<file path="src/rtl/alu_iterative.sv">
// Execute-stage ALU: single-cycle logic/arith/shift ops plus an
// iterative radix-2 shift-add multiplier behind a valid/ready handshake.
module alu_iterative #(
  parameter int WIDTH = 32
) (
  input  logic             clk_i,
  input  logic             rst_i,
  input  logic             valid_i,
  input  logic [2:0]       ALUCtrl_i,
  input  logic [WIDTH-1:0] data1_i,
  input  logic [WIDTH-1:0] data2_i,
  output logic             ready_o,
  output logic             valid_o,
  output logic [WIDTH-1:0] data_o,
  output logic             zero_o
);

  localparam int SW = $clog2(WIDTH);

  localparam logic [0:0] IDLE = 1'b0;
  localparam logic [0:0] MUL  = 1'b1;

  localparam logic [2:0] OP_AND  = 3'b000;
  localparam logic [2:0] OP_XOR  = 3'b001;
  localparam logic [2:0] OP_SLL  = 3'b010;
  localparam logic [2:0] OP_ADD  = 3'b011;
  localparam logic [2:0] OP_SUB  = 3'b100;
  localparam logic [2:0] OP_MUL  = 3'b101;
  localparam logic [2:0] OP_ADDI = 3'b110;
  localparam logic [2:0] OP_SRAI = 3'b111;

  localparam logic [SW-1:0] LAST = SW'(WIDTH - 1);

  logic [0:0]       state;
  logic [SW-1:0]    cnt;
  logic [WIDTH-1:0] mcand;
  logic [WIDTH-1:0] mplier;
  logic [WIDTH-1:0] acc;
  logic [WIDTH-1:0] acc_next;
  logic [WIDTH-1:0] res;
  logic [SW-1:0]    shamt;

  assign ready_o  = (state == IDLE);
  assign shamt    = data2_i[SW-1:0];
  assign acc_next = acc + (mplier[0] ? mcand : '0);

  always_comb begin
    res = '0;
    unique case (ALUCtrl_i)
      OP_AND:  res = data1_i & data2_i;
      OP_XOR:  res = data1_i ^ data2_i;
      OP_SLL:  res = data1_i << shamt;
      OP_ADD:  res = data1_i + data2_i;
      OP_SUB:  res = data1_i - data2_i;
      OP_MUL:  res = '0;
      OP_ADDI: res = data1_i + data2_i;
      OP_SRAI: res = $unsigned($signed(data1_i) >>> shamt);
    endcase
  end

  always_ff @(posedge clk_i) begin
    if (rst_i) begin
      state   <= IDLE;
      valid_o <= 1'b0;
      data_o  <= '0;
      zero_o  <= 1'b1;
      cnt     <= '0;
      acc     <= '0;
      mcand   <= '0;
      mplier  <= '0;
    end else begin
      valid_o <= 1'b0;
      unique case (state)
        IDLE: begin
          if (valid_i) begin
            if (ALUCtrl_i == OP_MUL) begin
              mcand  <= data1_i;
              mplier <= data2_i;
              acc    <= '0;
              cnt    <= '0;
              state  <= MUL;
            end else begin
              data_o  <= res;
              zero_o  <= (res == '0);
              valid_o <= 1'b1;
            end
          end
        end
        MUL: begin
          acc    <= acc_next;
          mcand  <= mcand << 1;
          mplier <= mplier >> 1;
          cnt    <= cnt + 1'b1;
          // Fixed WIDTH iterations; no early exit on a zero multiplier
          if (cnt == LAST) begin
            data_o  <= acc_next;
            zero_o  <= (acc_next == '0);
            valid_o <= 1'b1;
            state   <= IDLE;
          end
        end
        default: state <= IDLE;
      endcase
    end
  end

endmodule

</file>
<file path="config.mk">
export PLATFORM = sky130hd
export DESIGN_NAME = alu_iterative
export DESIGN_NICKNAME = d
export VERILOG_FILES = /design/src/rtl/alu_iterative.sv
export SDC_FILE = /design/constraint.sdc
export NUM_CORES = 1
export LEC_CHECK = 0
export CORE_UTILIZATION = 40
export CTS_CLUSTER_SIZE = 20
export DETAILED_ROUTE_END_ITERATION = 8
export HOLD_SLACK_MARGIN = 0.05
export PLACE_DENSITY = 0.62
export SYNTH_ARGS = -nofsm -noshare
export SYNTH_HDL_FRONTEND = slang
export SYNTH_SLANG_ARGS = --single-unit
</file>
<file path="constraint.sdc">
create_clock -name clk_i -period 7.2 [get_ports clk_i]
set_input_delay 1.44 -clock clk_i [delete_from_list [all_inputs] [get_ports clk_i]]
set_output_delay 1.44 -clock clk_i [all_outputs]
set_load 0.02 [all_outputs]
</file>
==> results.ini, run 1 <==
[run_status]
run_status = completed

[placed_design]
globalplace.congestion = 1.04
dp_cells = 2610
numPortBuffers = 104
place_ws_ns = 0.469
dp_hpwl_mm = 53.9

[clocking]
cts-root-buf = clkbuf_16
postCtsSetupBuffers = 0
cts_resized = 0
clk_latency_ns = 0.46
clk_pin_slew_ns = 0.06
cts_hold_buf = 0
clkSinkCount = 136
htreeDepth = 4
cts_buffer_depth = 2
numCtsBuffers = 17
cts_tree = done

[floorplanning]
die_x_um = 202
io_pins = 105
start_util_pct = 40.9
die_area_sq_mm = 0.0406
fp.dieH_um = 202
core_area_sq_mm = 0.0390
rows = 72

[grt]
grt_antenna_before_repair = 1
grt_pass1_vias = 16105
overflow = 0
track_usage_pct = 35.1
grt_max_degree = 96
grt_pass1_wl_mm = 107

[power_and_ir_drop]
max-vdd-ir-drop_mv = 0.166
p_total_uw = 2890
p_leak_uw = 0.00748
p_per_area_mw_per_mm2 = 161

[setup_path]
cp_max_fo = 7
r2r_cells = 14
cpLargestDelayFamily = simple AND/OR/NAND/NOR gates
slowest_delay_ns = 0.62
crit_slowest_cell = a2111oi_0
cp-start-kind = input port
arrival_ns = 6.69
regToRegSetupSlack_ns = 2.45
cpMostUsedCell = nand2_1
cp_num_buf_inv = 1
end_kind = flop
crit_required_ns = 7.57
path_cells = clkdlybuf4s50_1 > nor4_2 > and2_1 > nand2_1 > nor2_1 > nand2_1 > o41ai_1 > xnor2_1 > ha_1 > and3_1 > nand2_1 > a2111oi_0 > nor3_1 > o21a_1 > o21ai_0 > o2bb2ai_1 > o211ai_1 > or4_1 > a31oi_1
crit_start = data2_i[5]
endpoint = zero_o
reg2reg_from = mplier[0]
path_depth = 19
worstSetupPathType = input port to flop
rr_endpoint = zero_o

[drt]
routed_via_density = 6.52
routedWlPerCell_um = 27.2
firstDrtPassIters = 6
drc_errors = 0
postRouteAntennaNets = 0
wirelength_mm = 71.9
vias = 17230
drt_iter0_markers = 2121

[synthesis]
synth.avg_cell_area_sq_um = 7.64
synth_edf_count = 0
ys.flop_type = dfxtp_1
ys_warn_count = 0
yosysUniqueCellTypes = 105
synth.ff_latch_count = 136
syn_area_sq_mm = 0.0159
synth_seq_area_share_pct = 17.1
synthCells = 2087
synth_nets = 2262
async_flop_share_pct = 0

[finish]
fillCellCount = 3965
synthToLayoutAreaGrowth_pct = 12.7
final_util_pct = 46.0
drive_above_1_share_pct = 10.2
final_cells = 2643
finalNetCount = 2286

[timing]
finClkSkew_ns = 0.0175
fin_setup_tns_ns = 0
max_slew_margin_pct = 29.8
hold_viol = 0
setup_slack_ns = 0.888
rsz0062_at_grt = no
finalSetupViolations = 0
worst_pin_slew_ns = 1.05
fmax_mhz = 158
period_needed_ns = 6.31
final_max_slew_viol_count = 0
fin_crit_sh_pct = 87.7

[worst_hold_path]
hp-class = flop to flop

[job]
drv_cap = 0

## flip-flops by register name, summed over array words and instances (netlist names)
signal	cells
acc	32
cnt	5
data_o	32
mcand	32
mplier	32
state	1
valid_o	1
zero_o	1
## area by class of cell
cell class	instances	area [sq um]	share of cell area (%)
timing repair buffer	175	1560	8.68
clock buffer	21	460	2.56
sequential	136	2730	15.2
tap	518	648	3.61
antenna	1	2.50	0.0139
multi-input combinational	1749	12300	68.7
inverter	32	120	0.669
clock inverter	11	114	0.634
## stage by stage
stage,cell area (sq um),hold slack (ns)
floorplan,15900,0.436
global placement,17400,0.440
detailed placement,17400,0.444
CTS,18000,0.452
global route,18000,0.471
finish,18000,0.449
## worst min-delay path by stage
| stage | startpoint | to | cells past startpoint |
|---|---|---|---|
| after global routing | data_o[5] | data_o[5] | 2 |
| after CTS | data_o[5] | data_o[5] | 2 |
| final | data_o[6] | data_o[6] | 2 |
| after global placement | data_o[6] | data_o[6] | 2 |
| after floorplan | acc[10] | acc[10] | 2 |
| after detailed placement | data_o[5] | data_o[5] | 2 |
## worst reg2reg max path, delay by kind of cell, from the launching register on
family	cells	cell delay, ns
adders and majority gates	2	0.69
and+or+nand+nor	8	2.73
xor gates and xnor gates	1	0.16
DFF	1	0.61
AOI/OAI and AO/OA	3	0.49
## cell usage in the layout, fill, tap and decap left out, types with 11 or more instances in the layout
| cell type | instances |
|---|---|
| nor2_1 | 298 |
| a21oi_1 | 218 |
| nand2_1 | 195 |
| mux2i_1 | 137 |
| dfxtp_1 | 135 |
| o21ai_0 | 112 |
| ha_1 | 103 |
| clkdlybuf4s50_1 | 99 |
| buf_4 | 75 |
| mux4_2 | 60 |
| xnor2_1 | 44 |
| o211ai_1 | 39 |
| and2_1 | 37 |
| nand3_1 | 37 |
| xor2_1 | 34 |
| nor3_1 | 30 |
| inv_1 | 27 |
| a211oi_1 | 23 |
| a21o_1 | 22 |
| a31oi_1 | 19 |
| and3_1 | 19 |
| nor2b_1 | 18 |
| o31ai_1 | 17 |
| o22ai_1 | 17 |
| clkbuf_16 | 17 |
| nor4_1 | 15 |
| o21a_1 | 15 |
| or3_1 | 14 |
| nand4_1 | 13 |
| a22oi_1 | 11 |
| mux2_2 | 11 |
## per-layer routing
metal  global-route usage [%]  part of all wire (%)  vias up  wire length (um)
li1                         -                     -     7757                 -
met1                     47.9                    43     8306             30900
met2                     53.2                    43      984             31000
met3                     6.62                   9.0      183              6490
met4                     16.2                   4.9        0              3520
met5                        0                     0        -                 0
## report_power, final
group | switching, uW | internal [uW] | total [uW]
registers | 20.0 | 779 | 799
clock network | 396 | 500 | 896
logic | 754 | 441 | 1190
## Yosys cell counts, types with 17 or more instances
cell        n  area share, %
a211oi_1   23            1.1
a21o_1     22            1.0
a21oi_1   218            6.8
a31oi_1    20           0.79
and2_1     37            1.5
and3_1     19           0.75
buf_1      19           0.45
buf_2      25           0.79
clkbuf_1  111            2.6
dfxtp_1   136             17
ha_1      103            8.1
inv_1      27           0.64
mux2i_1   137            8.6
mux4_2     60            8.5
nand2_1   195            4.6
nand3_1    38            1.2
nor2_1    298            7.0
nor2b_1    18           0.71
nor3_1     30           0.94
o211ai_1   39            1.8
o21ai_0   112            3.5
o22ai_1    17           0.67
o31ai_1    17           0.80
xnor2_1    44            2.4
xor2_1     34            1.9
## cell families after synthesis
family	synth area share, %
AND/OR/NAND/NOR	21.1
AO/OA/AOI/OAI	24.6
multiplexers	18.8
buffers and inverters	5.72
flip-flops	17.1
adder cells (fa/ha/maj)	8.34
XOR/XNOR	4.39
(Power assumes the default switching activity.)
==> run 2: changes to the inputs <==
--- a/config.mk
+++ b/config.mk
@@ -5,11 +5,11 @@
 export SDC_FILE = /design/constraint.sdc
 export NUM_CORES = 1
 export LEC_CHECK = 0
-export CORE_UTILIZATION = 40
+export CORE_UTILIZATION = 27
 export CTS_CLUSTER_SIZE = 20
 export DETAILED_ROUTE_END_ITERATION = 8
 export HOLD_SLACK_MARGIN = 0.05
-export PLACE_DENSITY = 0.62
+export PLACE_DENSITY = 0.47
 export SYNTH_ARGS = -nofsm -noshare
 export SYNTH_HDL_FRONTEND = slang
 export SYNTH_SLANG_ARGS = --single-unit
==> run 2 against run 1 <==
  * Power grew 1.4%
  * Wire length grew 6.6%
  * Highest routed layer is now met5
  * Worst setup slack lost 0.049 ns
  * First-iteration DRC count shrank 22%
  * Global-route usage shrank 9.9 points
  * Non-clock buffer count grew 2
  * Clock power grew 2.7%
  * Design area grew 1.9%
  * Worst hold slack gained 0.0024 ns
==> results.ini, run 2 (synthesis results as in run 1) <==
[power_and_ir_drop]
pwr-share-comb_pct = 41.4  ; about the same
max-vdd-ir-drop_mv = 0.175  ; +5.8%
p_sw_share_pct = 40.5  ; about the same
p_seq_share_pct = 27.3  ; -0.4 points
internal-power_uw = 1740  ; +1.4%
p_total_uw = 2930  ; +1.4%
p_per_area_mw_per_mm2 = 160  ; -0.51%
p_leak_uw = 0.00751  ; +0.39%
power_switching_uw = 1190  ; +1.4%
clockPowerShare_pct = 31.4  ; +0.4 points

[floorplanning]
start_util_pct = 27.5  ; -13 points
core_area_sq_mm = 0.0580  ; +49%
rows = 88  ; +22%
fp.dieH_um = 245  ; +22%
io_pins = 105  ; unchanged
die_area_sq_mm = 0.0600  ; +48%
die_x_um = 245  ; +22%

[placed_design]
globalplace.congestion = 1.00  ; -3.9%
numPortBuffers = 104  ; unchanged
dp_hpwl_mm = 58.7  ; +8.8%
dp_cells = 2859  ; +9.5%

[drt]
routedWlPerCell_um = 26.5  ; -2.6%
drc_errors = 0  ; unchanged
dr_wl_met3_mm = 5.43  ; -16%
drt_iter0_markers = 1660  ; -22%
firstDrtPassIters = 5  ; -1
vias = 16954  ; -1.6%
postRouteAntennaNets = 0  ; unchanged
wl_met2_mm = 33.4  ; +7.9%
routed_via_density = 5.86  ; -10%
top_layer = met5
wirelength_mm = 76.7  ; +6.6%
m1WireLength_mm = 34.5  ; +12%

[clocking]
htreeDepth = 4  ; unchanged
cts_resized = 0  ; unchanged
numCtsBuffers = 17  ; unchanged
clk_pin_slew_ns = 0.06  ; about the same
cts_hold_buf = 0  ; unchanged
cts-root-buf = clkbuf_16
postCtsSetupBuffers = 0  ; unchanged
cts_buffer_depth = 2  ; unchanged
clk_latency_ns = 0.46  ; about the same
clkSinkCount = 136  ; unchanged
cts_tree = done

[setup_path]
cpLargestDelayFamily = simple AND/OR/NAND/NOR gates
end_kind = flop
crit_slowest_cell = nor4_1
cp_max_fo = 7  ; unchanged
arrival_ns = 6.73  ; +0.04 ns
path_cells = clkdlybuf4s50_1 > or4_1 > nor4_1 > nand2_1 > o31ai_1 > xnor2_1 > ha_1 > and3_1 > a211oi_1 > nor2_1 > nor4_1 > nand2_1 > nand4b_1 > or4_1 > a31oi_1
cp-start-kind = input port
slowest_delay_ns = 0.84  ; +0.22 ns
crit_required_ns = 7.57  ; about the same
worstSetupPathType = input port to flop
cp_num_buf_inv = 1  ; unchanged

[timing]
period_needed_ns = 6.36  ; +0.0488 ns
finClkSkew_ns = 0.0226  ; +0.00503 ns
rsz0062_at_grt = no
whs_ns = 0.452  ; +0.00242 ns
max_slew_margin_pct = 20.4  ; -9.4 points
hold_viol = 0  ; unchanged
worst_pin_slew_ns = 1.18  ; +0.129 ns
fin_crit_sh_pct = 88.4  ; +0.68 points
fin_setup_tns_ns = 0  ; unchanged
finalSetupViolations = 0  ; unchanged
final_max_slew_viol_count = 0  ; unchanged
fmax_mhz = 157  ; -0.77%

[grt]
grt_max_degree = 93  ; -3.1%
overflow = 0  ; unchanged
grt_pass1_vias = 16091  ; -0.087%
grt_pass1_wl_mm = 111  ; +4.2%
track_usage_pct = 25.2  ; -9.9 points
grt_antenna_before_repair = 2  ; +1

[finish]
finalNetCount = 2288  ; +0.087%
final_cells = 2892  ; +9.4%
multiInputGateArea_sq_mm = 0.0123  ; unchanged
fillCellCount = 6248  ; +58%
synthToLayoutAreaGrowth_pct = 14.9
drive_above_1_share_pct = 10.3  ; +0.084 points
seq_area_sq_mm = 0.00273  ; unchanged
mostFrequentLayoutCells = 298 x nor2_1, 218 x a21oi_1, 195 x nand2_1
layout_commonest_cell = nor2_1

[run_status]
run_status = completed

[job]
drv_cap = 0  ; unchanged

[worst_hold_path]
hp-class = flop to flop

[run 2: layout make-up]
cell class                 count  share of cell area [%]
clock buffer                  20                    2.44
clock inverter                12                   0.759
multi-input combinational   1749                    67.3
sequential                   136                    14.9
antenna                        1                  0.0137
inverter                      32                   0.656
tap                          765                    5.23
timing repair buffer         177                    8.66
[run 2: metal layers]
layer  GRT usage [%]  vias up
li1                -     7782
met1            34.7     8300
met2            38.4      742
met3            4.44      126
met4            10.4        4
met5               0        -
[run 2: worst paths after layout]
path | from | end | slack [ns] | cells after the start
setup / recovery | data2_i[12] | zero_o | 0.84 | 15
hold / removal | data_o[22] | data_o[22] | 0.45 | 2
hold reg to reg | data_o[22] | data_o[22] | 0.45 | 2
setup reg to reg | mplier[0] | zero_o | 2.11 | 13
[run 2: worst reg2reg max path: stages, from the launching register on]
cell      delay [ns]
dfxtp_1         1.02
and2_1          0.32
ha_1            0.30
a211o_1         0.28
a21oi_1         0.25
nor3b_2         0.36
o31ai_1         0.19
a221oi_1        0.63
o211ai_1        0.13
nor3b_1         0.19
nor4b_1         0.48
nand4b_1        0.15
or4_1           0.51
a31oi_1         0.20
[run 2: power by group through the flow]
stage | registers (uW) | logic [uW] | clock network [uW]
after global placement | 816 | 1180 | 0
after global routing | 803 | 1280 | 970
final | 800 | 1210 | 920
after CTS | 800 | 1190 | 943
after floorplan | 831 | 705 | 0
after detailed placement | 817 | 1180 | 0
[run 2: metrics by stage]
step                utilization, %  area (sq um)  setup WS, ns
floorplan                        -         15900          1.40
global placement              30.5         17700         0.486
detailed placement            30.5         17700         0.509
CTS                           31.6         18300         0.985
global route                  31.6         18300         0.463
finish                        31.6         18300         0.839
==> run 3: changes to the inputs <==
--- a/config.mk
+++ b/config.mk
@@ -5,9 +5,11 @@
 export SDC_FILE = /design/constraint.sdc
 export NUM_CORES = 1
 export LEC_CHECK = 0
+export CORE_MARGIN = 2
 export CORE_UTILIZATION = 27
 export CTS_CLUSTER_SIZE = 20
 export DETAILED_ROUTE_END_ITERATION = 8
+export GPL_ROUTABILITY_DRIVEN = 1
 export HOLD_SLACK_MARGIN = 0.05
 export PLACE_DENSITY = 0.47
 export SYNTH_ARGS = -nofsm -noshare
==> run 3 against run 2 <==
  * Count of clock-buffer cells in the layout decreased by 2
  * Clock skew decreased by 0.0089 ns
  * Critical path depth increased by 4
  * Core utilization decreased by 0.25 points
  * Critical path type unchanged
  * Critical endpoint unchanged
  * Largest cell class unchanged
  * Highest routed layer is now met4
==> results.ini, run 3 (synthesis results as in run 1) <==
[clocking]
clk_latency_ns = 0.48  ; +0.02 ns
cts_hold_buf = 0  ; unchanged
clkSinkCount = 136  ; unchanged
cts_buffer_depth = 2  ; unchanged
clk_pin_slew_ns = 0.06  ; about the same
postCtsSetupBuffers = 0  ; unchanged
cts_tree = done
cts_resized = 0  ; unchanged
cts-root-buf = clkbuf_16
htreeDepth = 4  ; unchanged
numCtsBuffers = 17  ; unchanged

[grt]
track_usage_pct = 24.4  ; -0.78 points
overflow = 0  ; unchanged
grt_pass1_vias = 16117  ; +0.16%
grt_pass1_wl_mm = 110  ; -1.3%
grt_antenna_before_repair = 1  ; -1
grt_max_degree = 96  ; +3.2%

[drt]
routed_via_density = 5.83  ; -0.50%
drt_iter0_markers = 1871  ; +13%
routedWlPerCell_um = 25.9  ; -2.5%
vias = 16899  ; -0.32%
firstDrtPassIters = 5  ; unchanged
drc_errors = 0  ; unchanged
postRouteAntennaNets = 0  ; unchanged
wirelength_mm = 74.9  ; -2.3%

[floorplanning]
core_area_sq_mm = 0.0587  ; +1.1%
rows = 89  ; +1.1%
die_area_sq_mm = 0.0610  ; +1.6%
io_pins = 105  ; unchanged
die_x_um = 247  ; +0.82%
fp.dieH_um = 247  ; +0.82%
start_util_pct = 27.2  ; -0.31 points

[finish]
final_util_pct = 31.3  ; -0.25 points
drive_above_1_share_pct = 10.3  ; -0.033 points
synthToLayoutAreaGrowth_pct = 15.3
layout_commonest_cell = nor2_1
finalNetCount = 2285  ; -0.13%
mostFrequentLayoutCells = 298 x nor2_1, 218 x a21oi_1, 195 x nand2_1

[placed_design]
globalplace.congestion = 0.993  ; -1.1%
dp_hpwl_mm = 57.7  ; -1.6%
numPortBuffers = 104  ; unchanged
place_ws_ns = 0.590  ; +0.0810 ns

[setup_path]
cp_num_buf_inv = 1  ; unchanged
end_kind = flop
cp-start-kind = input port
crit_required_ns = 7.60  ; +0.03 ns
slowest_delay_ns = 0.55  ; -0.29 ns
path_cells = clkdlybuf4s50_1 > nor4_2 > and2_1 > nand2_1 > nor2_1 > nand2_1 > o31ai_1 > xnor2_1 > ha_1 > and3_1 > a211oi_1 > nor2_1 > nor3_1 > nor3_1 > o21ai_0 > o2bb2ai_1 > o211ai_1 > or4_1 > a31oi_1
worstSetupPathType = input port to flop
arrival_ns = 6.52  ; -0.21 ns
cp_max_fo = 7  ; unchanged
crit_slowest_cell = a211oi_1
cpLargestDelayFamily = simple AND/OR/NAND/NOR gates

[job]
drv_cap = 0  ; unchanged

[timing]
setup_slack_ns = 1.07  ; +0.233 ns
period_needed_ns = 6.13  ; -0.233 ns
fin_setup_tns_ns = 0  ; unchanged
fin_crit_sh_pct = 85.1  ; -3.2 points
worst_pin_slew_ns = 1.23  ; +0.0479 ns
max_slew_margin_pct = 18.0  ; -2.3 points
fmax_mhz = 163  ; +3.8%
whs_ns = 0.456  ; +0.00410 ns
finClkSkew_ns = 0.0137  ; -0.00889 ns
rsz0062_at_grt = no
finalSetupViolations = 0  ; unchanged
final_max_slew_viol_count = 0  ; unchanged
hold_viol = 0  ; unchanged

[worst_hold_path]
hp-class = flop to flop

[power_and_ir_drop]
p_leak_uw = 0.00752  ; about the same
max-vdd-ir-drop_mv = 0.184  ; +4.8%
p_total_uw = 3030  ; +3.4%
p_per_area_mw_per_mm2 = 165  ; +3.0%

[run_status]
run_status = completed

==> run 3: cell types whose count changed in the layout (fill, tap and decap cells not counted), moves of 2 or more <==
cell        previous run  this run
buf_4                 76        73
bufinv_16              2         4
clkbuf_1               2         0
clkinvlp_4             1         3
==> run 3: final timing paths <==
check	from	endpoint	slack [ns]	cells past startpoint
hold / removal	data_o[31]	data_o[31]	0.46	2
hold reg to reg	data_o[31]	data_o[31]	0.46	2
setup reg to reg	mplier[0]	zero_o	2.37	13
setup / recovery	data2_i[4]	zero_o	1.07	19
==> run 3: stage by stage <==
step | cell area (sq um) | std cells
after CTS | 18400 | 2896
after global placement | 17700 | 2864
final | 18400 | 2897
after detailed placement | 17700 | 2864
after global routing | 18400 | 2896
after floorplan | 15900 | 2087
==> run 3: report_power, final <==
group	switching, uW	total (uW)	leakage (uW)	internal (uW)
Clock	410	1020	0.000314	608
Sequential	20.4	800	0.00110	779
Combinational	771	1210	0.00610	442
Total	1200	3030	0.00752	1830
==> run 3: layout make-up <==
cell class	count	area, sq um
Clock buffer	18	450
Tap cell	773	967
Multi-Input combinational cell	1749	12300
Antenna cell	1	2.50
Timing Repair Buffer	174	1560
Inverter	32	120
Fill cell	6291	40300
Clock inverter	14	210
Sequential cell	136	2730
==> run 3: per-layer routing <==
metal  vias to the layer above  GRT usage [%]  routed length, um
li1                       7754              -                  -
met1                      8316           34.4              34400
met2                       728           38.0              33100
met3                       101           3.56               5150
met4                         0           7.81               2250
met5                         -              0                  0
==> run 3: worst min-delay path, delay by kind of cell (launching register included) <==
family | cells | cell delay [ns]
DFF | 1 | 0.31
and+or+nand+nor | 1 | 0.05
AOI/OAI and AO/OA | 1 | 0.05
